==> config.mk <==
export PLATFORM = sky130hd
export DESIGN_NAME = nand_logic_sweeper_flat
export DESIGN_NICKNAME = d
export VERILOG_FILES = /design/src/rtl/nand_logic_sweeper_if.sv /design/src/rtl/nand_logic_sweeper.sv /design/src/flat_wrapper.sv
export SDC_FILE = /design/constraint.sdc
export NUM_CORES = 1
export LEC_CHECK = 0
export ABC_AREA = 1
export CORE_MARGIN = 5
export CORE_UTILIZATION = 45
export DETAILED_ROUTE_END_ITERATION = 8
export GPL_ROUTABILITY_DRIVEN = 1
export GPL_TIMING_DRIVEN = 0
export PLACE_DENSITY = 0.64
export SLEW_MARGIN = 15
export SYNTH_ARGS = -nofsm -noshare
export SYNTH_HDL_FRONTEND = slang
export SYNTH_HIERARCHICAL = 1
export SYNTH_SLANG_ARGS = --single-unit
export TNS_END_PERCENT = 30
==> constraint.sdc <==
create_clock -name clk -period 3.14 [get_ports clk]
set_clock_uncertainty 0.1 [all_clocks]
set_input_delay 0.471 -clock clk [delete_from_list [all_inputs] [get_ports clk]]
set_output_delay 0.471 -clock clk [all_outputs]
set_load 0.01 [all_outputs]
==> src/rtl/nand_logic_sweeper_if.sv <==
// Control/status bundle between a sweep controller and the NAND logic sweeper.
interface nand_logic_sweeper_if #(
    parameter int WIDTH = 4,
    parameter int ERR_W = 8
);
    logic             start;
    logic [2:0]       mode;
    logic             fault_en;
    logic [WIDTH-1:0] a_drv;
    logic [WIDTH-1:0] b_drv;
    logic [WIDTH-1:0] q_nand;
    logic             busy;
    logic             done;
    logic             pass;
    logic             mode_err;
    logic [ERR_W-1:0] err_count;

    modport master (
        output start, mode, fault_en,
        input  a_drv, b_drv, q_nand, busy, done, pass, mode_err, err_count
    );

    modport slave (
        input  start, mode, fault_en,
        output a_drv, b_drv, q_nand, busy, done, pass, mode_err, err_count
    );
endinterface

==> src/rtl/nand_logic_sweeper.sv <==
// Self-sweeping checker: NAND-only gate network vs behavioural reference, all 2^(2*WIDTH) pairs.
// Latency: done rises N+1 clocks after the accepted start edge; illegal mode reports after 1 clock.
// Backpressure: none; start is ignored while busy and only sampled in IDLE/DONE.

module nand2 (
    input  logic a,
    input  logic b,
    output logic y
);
    nand g_nand (y, a, b);
endmodule

module nand_logic_sweeper #(
    parameter int WIDTH = 4,
    parameter int ERR_W = 8
) (
    input logic                clk,
    input logic                rst,
    nand_logic_sweeper_if.slave sw
);
    localparam int CW = 2 * WIDTH;
    localparam logic [CW-1:0]    LAST_VEC = '1;
    localparam logic [ERR_W-1:0] ERR_MAX  = '1;

    typedef enum logic [1:0] {IDLE, RUN, FLUSH, DONE} state_t;

    state_t           state;
    logic [CW-1:0]    cnt;
    logic [2:0]       mode_q;
    logic [WIDTH-1:0] q_nand_r;
    logic [WIDTH-1:0] q_ref_r;
    logic             cap_vld;
    logic             busy_r;
    logic             done_r;
    logic             pass_r;
    logic             mode_err_r;
    logic [ERR_W-1:0] err_count_r;

    logic [WIDTH-1:0] a;
    logic [WIDTH-1:0] b;
    assign a = cnt[WIDTH-1:0];
    assign b = cnt[CW-1:WIDTH];

    // Gate network: every function below is built from nand2 cells only.
    logic [WIDTH-1:0] f_nand, f_and, f_or, f_nor, f_xor, f_xnor;
    logic [WIDTH-1:0] n_a, n_b, x_t1, x_t2;

    for (genvar i = 0; i < WIDTH; i++) begin : g_bit
        nand2 u_nand (.a(a[i]),      .b(b[i]),      .y(f_nand[i]));
        nand2 u_and  (.a(f_nand[i]), .b(f_nand[i]), .y(f_and[i]));
        nand2 u_na   (.a(a[i]),      .b(a[i]),      .y(n_a[i]));
        nand2 u_nb   (.a(b[i]),      .b(b[i]),      .y(n_b[i]));
        nand2 u_or   (.a(n_a[i]),    .b(n_b[i]),    .y(f_or[i]));
        nand2 u_nor  (.a(f_or[i]),   .b(f_or[i]),   .y(f_nor[i]));
        nand2 u_xt1  (.a(a[i]),      .b(f_nand[i]), .y(x_t1[i]));
        nand2 u_xt2  (.a(b[i]),      .b(f_nand[i]), .y(x_t2[i]));
        nand2 u_xor  (.a(x_t1[i]),   .b(x_t2[i]),   .y(f_xor[i]));
        nand2 u_xnor (.a(f_xor[i]),  .b(f_xor[i]),  .y(f_xnor[i]));
    end

    logic [WIDTH-1:0] net_sel;
    always_comb begin
        net_sel = '0;
        case (mode_q)
            3'd0:    net_sel = f_nor;
            3'd1:    net_sel = f_and;
            3'd2:    net_sel = f_or;
            3'd3:    net_sel = f_xor;
            3'd4:    net_sel = f_xnor;
            3'd5:    net_sel = f_nand;
            default: net_sel = '0;
        endcase
    end

    // Fault injection: bit 0 XOR fault_en, still NAND-only.
    logic fi_u, fi_v, fi_w, fi_bit;
    nand2 u_fi_u (.a(net_sel[0]),  .b(sw.fault_en), .y(fi_u));
    nand2 u_fi_v (.a(net_sel[0]),  .b(fi_u),        .y(fi_v));
    nand2 u_fi_w (.a(sw.fault_en), .b(fi_u),        .y(fi_w));
    nand2 u_fi_y (.a(fi_v),        .b(fi_w),        .y(fi_bit));

    logic [WIDTH-1:0] q_net;
    always_comb begin
        q_net    = net_sel;
        q_net[0] = fi_bit;
    end

    logic [WIDTH-1:0] q_ref;
    always_comb begin
        q_ref = '0;
        case (mode_q)
            3'd0:    q_ref = ~(a | b);
            3'd1:    q_ref = a & b;
            3'd2:    q_ref = a | b;
            3'd3:    q_ref = a ^ b;
            3'd4:    q_ref = ~(a ^ b);
            3'd5:    q_ref = ~(a & b);
            default: q_ref = '0;
        endcase
    end

    logic mismatch;
    assign mismatch = cap_vld && (q_nand_r != q_ref_r);

    always_ff @(posedge clk or posedge rst) begin
        if (rst) begin
            state       <= IDLE;
            cnt         <= '0;
            mode_q      <= 3'd0;
            q_nand_r    <= '0;
            q_ref_r     <= '0;
            cap_vld     <= 1'b0;
            busy_r      <= 1'b0;
            done_r      <= 1'b0;
            pass_r      <= 1'b0;
            mode_err_r  <= 1'b0;
            err_count_r <= '0;
        end else begin
            case (state)
                IDLE, DONE: begin
                    if (sw.start) begin
                        cnt         <= '0;
                        err_count_r <= '0;
                        cap_vld     <= 1'b0;
                        pass_r      <= 1'b0;
                        if (sw.mode > 3'd5) begin
                            state      <= DONE;
                            done_r     <= 1'b1;
                            mode_err_r <= 1'b1;
                            busy_r     <= 1'b0;
                        end else begin
                            state      <= RUN;
                            mode_q     <= sw.mode;
                            done_r     <= 1'b0;
                            mode_err_r <= 1'b0;
                            busy_r     <= 1'b1;
                        end
                    end
                end
                RUN: begin
                    q_nand_r <= q_net;
                    q_ref_r  <= q_ref;
                    cap_vld  <= 1'b1;
                    cnt      <= cnt + CW'(1);
                    if (mismatch && err_count_r != ERR_MAX)
                        err_count_r <= err_count_r + ERR_W'(1);
                    if (cnt == LAST_VEC)
                        state <= FLUSH;
                end
                FLUSH: begin
                    // Last captured vector is compared here, so pass accounts for it directly.
                    if (mismatch && err_count_r != ERR_MAX)
                        err_count_r <= err_count_r + ERR_W'(1);
                    pass_r  <= (err_count_r == '0) && !mismatch;
                    cap_vld <= 1'b0;
                    busy_r  <= 1'b0;
                    done_r  <= 1'b1;
                    state   <= DONE;
                end
                default: state <= IDLE;
            endcase
        end
    end

    assign sw.a_drv     = a;
    assign sw.b_drv     = b;
    assign sw.q_nand    = q_net;
    assign sw.busy      = busy_r;
    assign sw.done      = done_r;
    assign sw.pass      = pass_r;
    assign sw.mode_err  = mode_err_r;
    assign sw.err_count = err_count_r;
endmodule
==> src/flat_wrapper.sv <==
// flat-port wrapper written by rule: the top's interface ports become plain ports
module nand_logic_sweeper_flat 
#(
    parameter int WIDTH = 4,
    parameter int ERR_W = 8
)
  (clk, rst, sw_start, sw_mode, sw_fault_en, sw_a_drv, sw_b_drv, sw_q_nand, sw_busy, sw_done, sw_pass, sw_mode_err, sw_err_count);
  nand_logic_sweeper_if #(.WIDTH(WIDTH), .ERR_W(ERR_W)) sw_i ();
  input logic clk;
  input logic rst;
  input wire logic [$bits(sw_i.start)-1:0] sw_start;
  input wire logic [$bits(sw_i.mode)-1:0] sw_mode;
  input wire logic [$bits(sw_i.fault_en)-1:0] sw_fault_en;
  output wire logic [$bits(sw_i.a_drv)-1:0] sw_a_drv;
  output wire logic [$bits(sw_i.b_drv)-1:0] sw_b_drv;
  output wire logic [$bits(sw_i.q_nand)-1:0] sw_q_nand;
  output wire logic [$bits(sw_i.busy)-1:0] sw_busy;
  output wire logic [$bits(sw_i.done)-1:0] sw_done;
  output wire logic [$bits(sw_i.pass)-1:0] sw_pass;
  output wire logic [$bits(sw_i.mode_err)-1:0] sw_mode_err;
  output wire logic [$bits(sw_i.err_count)-1:0] sw_err_count;
  assign sw_i.start = sw_start;
  assign sw_i.mode = sw_mode;
  assign sw_i.fault_en = sw_fault_en;
  assign sw_a_drv = sw_i.a_drv;
  assign sw_b_drv = sw_i.b_drv;
  assign sw_q_nand = sw_i.q_nand;
  assign sw_busy = sw_i.busy;
  assign sw_done = sw_i.done;
  assign sw_pass = sw_i.pass;
  assign sw_mode_err = sw_i.mode_err;
  assign sw_err_count = sw_i.err_count;
  nand_logic_sweeper #(.WIDTH(WIDTH), .ERR_W(ERR_W)) u_core (.clk(clk), .rst(rst), .sw(sw_i));
endmodule
==> results.json <==
{
  "dieWidth_um": 85.1,
  "hold_violations": 0,
  "synth_edf_count": 0,
  "viasPerCell": 4.79,
  "maxCapViolations": 0,
  "syn_to_final_growth_pct": 19.9,
  "tns_ps": 0,
  "antenna_found_initial": 0,
  "drt-pass1-iter-count": 4,
  "clockPowerShare": 0.125,
  "drc": 0,
  "synthCells": 386,
  "nets": 447,
  "worstPathArrival_ps": 2330,
  "p_sw_mw": 1.23,
  "yosys_warnings": 6,
  "netlist_top_cells_area": "dfrtp_1, nand2_1, inv_1, ha_1, o21ai_0",
  "async_reset_ff_frac": 1.00,
  "synth_top_area_share": 0.335,
  "multi_input_area_um2": 1430,
  "n_antenna_cell": 0,
  "sw_frac_of_total": 0.467,
  "grt_pass1_vias": 2343,
  "fillerInstances": 555,
  "p_leak_nw": 1.60,
  "synthDistinctLibCells": 27,
  "drive_gt1_frac": 0.0867,
  "rsz0062_at_grt": "false",
  "rows": 27,
  "io_pins": 31,
  "end_kind": "primary output",
  "sequentialPowerShare": 0.272,
  "routed-via-count": 2389,
  "synth_seq_area_share": 0.335,
  "hold_buffers": 0,
  "track_usage": 0.182,
  "grt_max_degree": 35,
  "regArea_um2": 852,
  "die-area_um2": 7250,
  "critPathMaxFanout": 8,
  "synth_area_leader_cell": "dfrtp_1",
  "clkSinkCount": 34,
  "p_int_mw": 1.41,
  "power.total_mw": 2.64,
  "outcome": "completed",
  "postPlaceCellArea_um2": 2930,
  "die_height_um": 85.1,
  "combinationalPowerShare": 0.603,
  "grt_first_pass_wirelength_mm": 10.7,
  "period_needed_ps": 2900,
  "cp-start-kind": "flip-flop",
  "detailed_place_hpwl_mm": 4.56,
  "cts_buffers": 5,
  "syn-num-nets": 407,
  "p_per_area_nw_per_um2": 866,
  "crit_required_ps": 2570,
  "whs_ps": 400,
  "synth_area_per_cell_um2": 6.58,
  "setup_viol": 0,
  "insertion_delay_ps": 280,
  "period_share": 0.922,
  "portBuffers": 30,
  "pre_cts_ws_ps": 420,
  "hold_class": "reg2reg",
  "clockRootBuffer": "clkbuf_8",
  "htreeDepth": 2,
  "max_slew_margin": 0.514,
  "setup_ws_ps": 244,
  "ys_ff_latch": 34,
  "netlist_top_cells_count": "nand2_1, inv_1, dfrtp_1, o21ai_0, nor2_1",
  "antenna_left": 0,
  "wl_per_cell_um": 12.1,
  "stdcell_area_um2": 3050,
  "cts_tree": "yes",
  "critPathKind": "reg2out",
  "fmax_mhz": 345,
  "wirelength_mm": 6.05,
  "start_util": 0.461,
  "tightest_slew_ps": 727,
  "peakVddDrop_mv": 0.420,
  "core_area_um2": 5510,
  "drv_slew": 0,
  "drt-initial-drc-count": 143,
  "cts_buffer_depth": 2,
  "finalWeightedCongestion": 0.888,
  "synth-main-ff-cell": "dfrtp_1",
  "netlist_area_um2": 2540,
  "gr-total-overflow": 0,
  "yosysMostFrequentCell": "nand2_1",
  "clkTransAtPathRegs_ps": 70
}
==> layer usage <==
metal	vias to the layer above	GRT usage	part of all wire
met2	44	0.289	0.45
met1	1056	0.252	0.50
met3	7	0.0350	0.045
met4	0	0.0518	0.012
met5	-	0	0
li1	1282	-	-
==> kinds of logic after synthesis <==
logic type,Yosys count,share of synthesized area
DFF,34,0.335
xor gates and xnor gates,3,0.0103
muxes,2,0.00788
buffers and inverters,60,0.102
AOI/OAI and AO/OA,38,0.0803
and+or+nand+nor,235,0.395
adders and majority gates,14,0.0690
==> worst paths after layout <==
check	endpoint	cells after the start	slack, ps	startpoint
worst min register to register	u_core/sw.pass$_DFFE_PP0P_	2	400	u_core/sw.pass$_DFFE_PP0P_
worst max-delay path	sw_q_nand[0]	12	240	u_core/cnt[0]$_DFFE_PP0P_
worst min-delay path	u_core/sw.pass$_DFFE_PP0P_	2	400	u_core/sw.pass$_DFFE_PP0P_
min in group asynchronous	u_core/sw.done$_DFFE_PP0P_	2	530	rst
worst max register to register	u_core/cnt[3]$_DFFE_PP0P_	10	1250	u_core/state[0]$_DFFE_PP0P_
max in group asynchronous	u_core/cnt[4]$_DFFE_PP0P_	2	1890	rst
==> cell usage in the layout (no fill, tap or decap), types with 4 or more instances in the layout <==
cell,n
a21oi_1,8
inv_1,46
nand4_1,8
nor2_1,21
nand2_2,4
nand3_1,19
nor3_1,5
clkdlybuf4s50_1,30
inv_2,5
nand2_1,168
ha_1,14
nand3b_1,4
o21ai_0,25
clkbuf_8,6
dfrtp_1,33
buf_4,10
==> layout make-up <==
type	count	area share
inverter	51	0.0629
tap	72	0.0296
timing repair buffer	33	0.106
clock inverter	1	0.00164
sequential	34	0.280
clock buffer	7	0.0283
buffer	9	0.0226
multi-input combinational	292	0.469
==> sequential cells by signal (all words and copies together), names as in the netlist <==
register             count
u_core/cnt               8
u_core/sw.err_count      8
u_core/cap_vld           1
u_core/sw.pass           1
u_core/mode_q            3
u_core/state             2
u_core/q_ref_r           4
u_core/sw.busy           1
u_core/q_nand_r          4
u_core/sw.mode_err       1
u_core/sw.done           1
==> power by group through the flow <==
stage / Clock, mW / Sequential (mW) / Combinational (mW)
after floorplan: 0 / 0.718 / 1.09
after CTS: 0.342 / 0.720 / 1.59
after global routing: 0.362 / 0.747 / 1.81
after detailed placement: 0 / 0.728 / 1.59
after global placement: 0 / 0.725 / 1.57
final: 0.329 / 0.718 / 1.59
==> worst max-delay path, stage by stage, from the launching register on <==
cell,delay (ps)
dfrtp_1,470
nand2_1,170
nand2_1,90
nand2_1,80
nand2_1,70
nand2_1,40
a21oi_1,110
nand4_1,140
nand2_1,130
nand2_1,50
nand2_1,80
buf_4,100
clkdlybuf4s50_1,520
==> through the flow <==
stage | cells | utilization
final | 499 | 0.553
after global routing | 499 | 0.553
after CTS | 496 | 0.549
after detailed placement | 488 | 0.532
after global placement | 488 | 0.532
after floorplan | 386 | -
==> timing repair <==
item | in CTS | in global routing
resized for setup | 0 | 1
setup buffers | 0 | 3
setup endpoints to repair | 0 | 1
No activity file was read; power rests on OpenSTA's default activity.
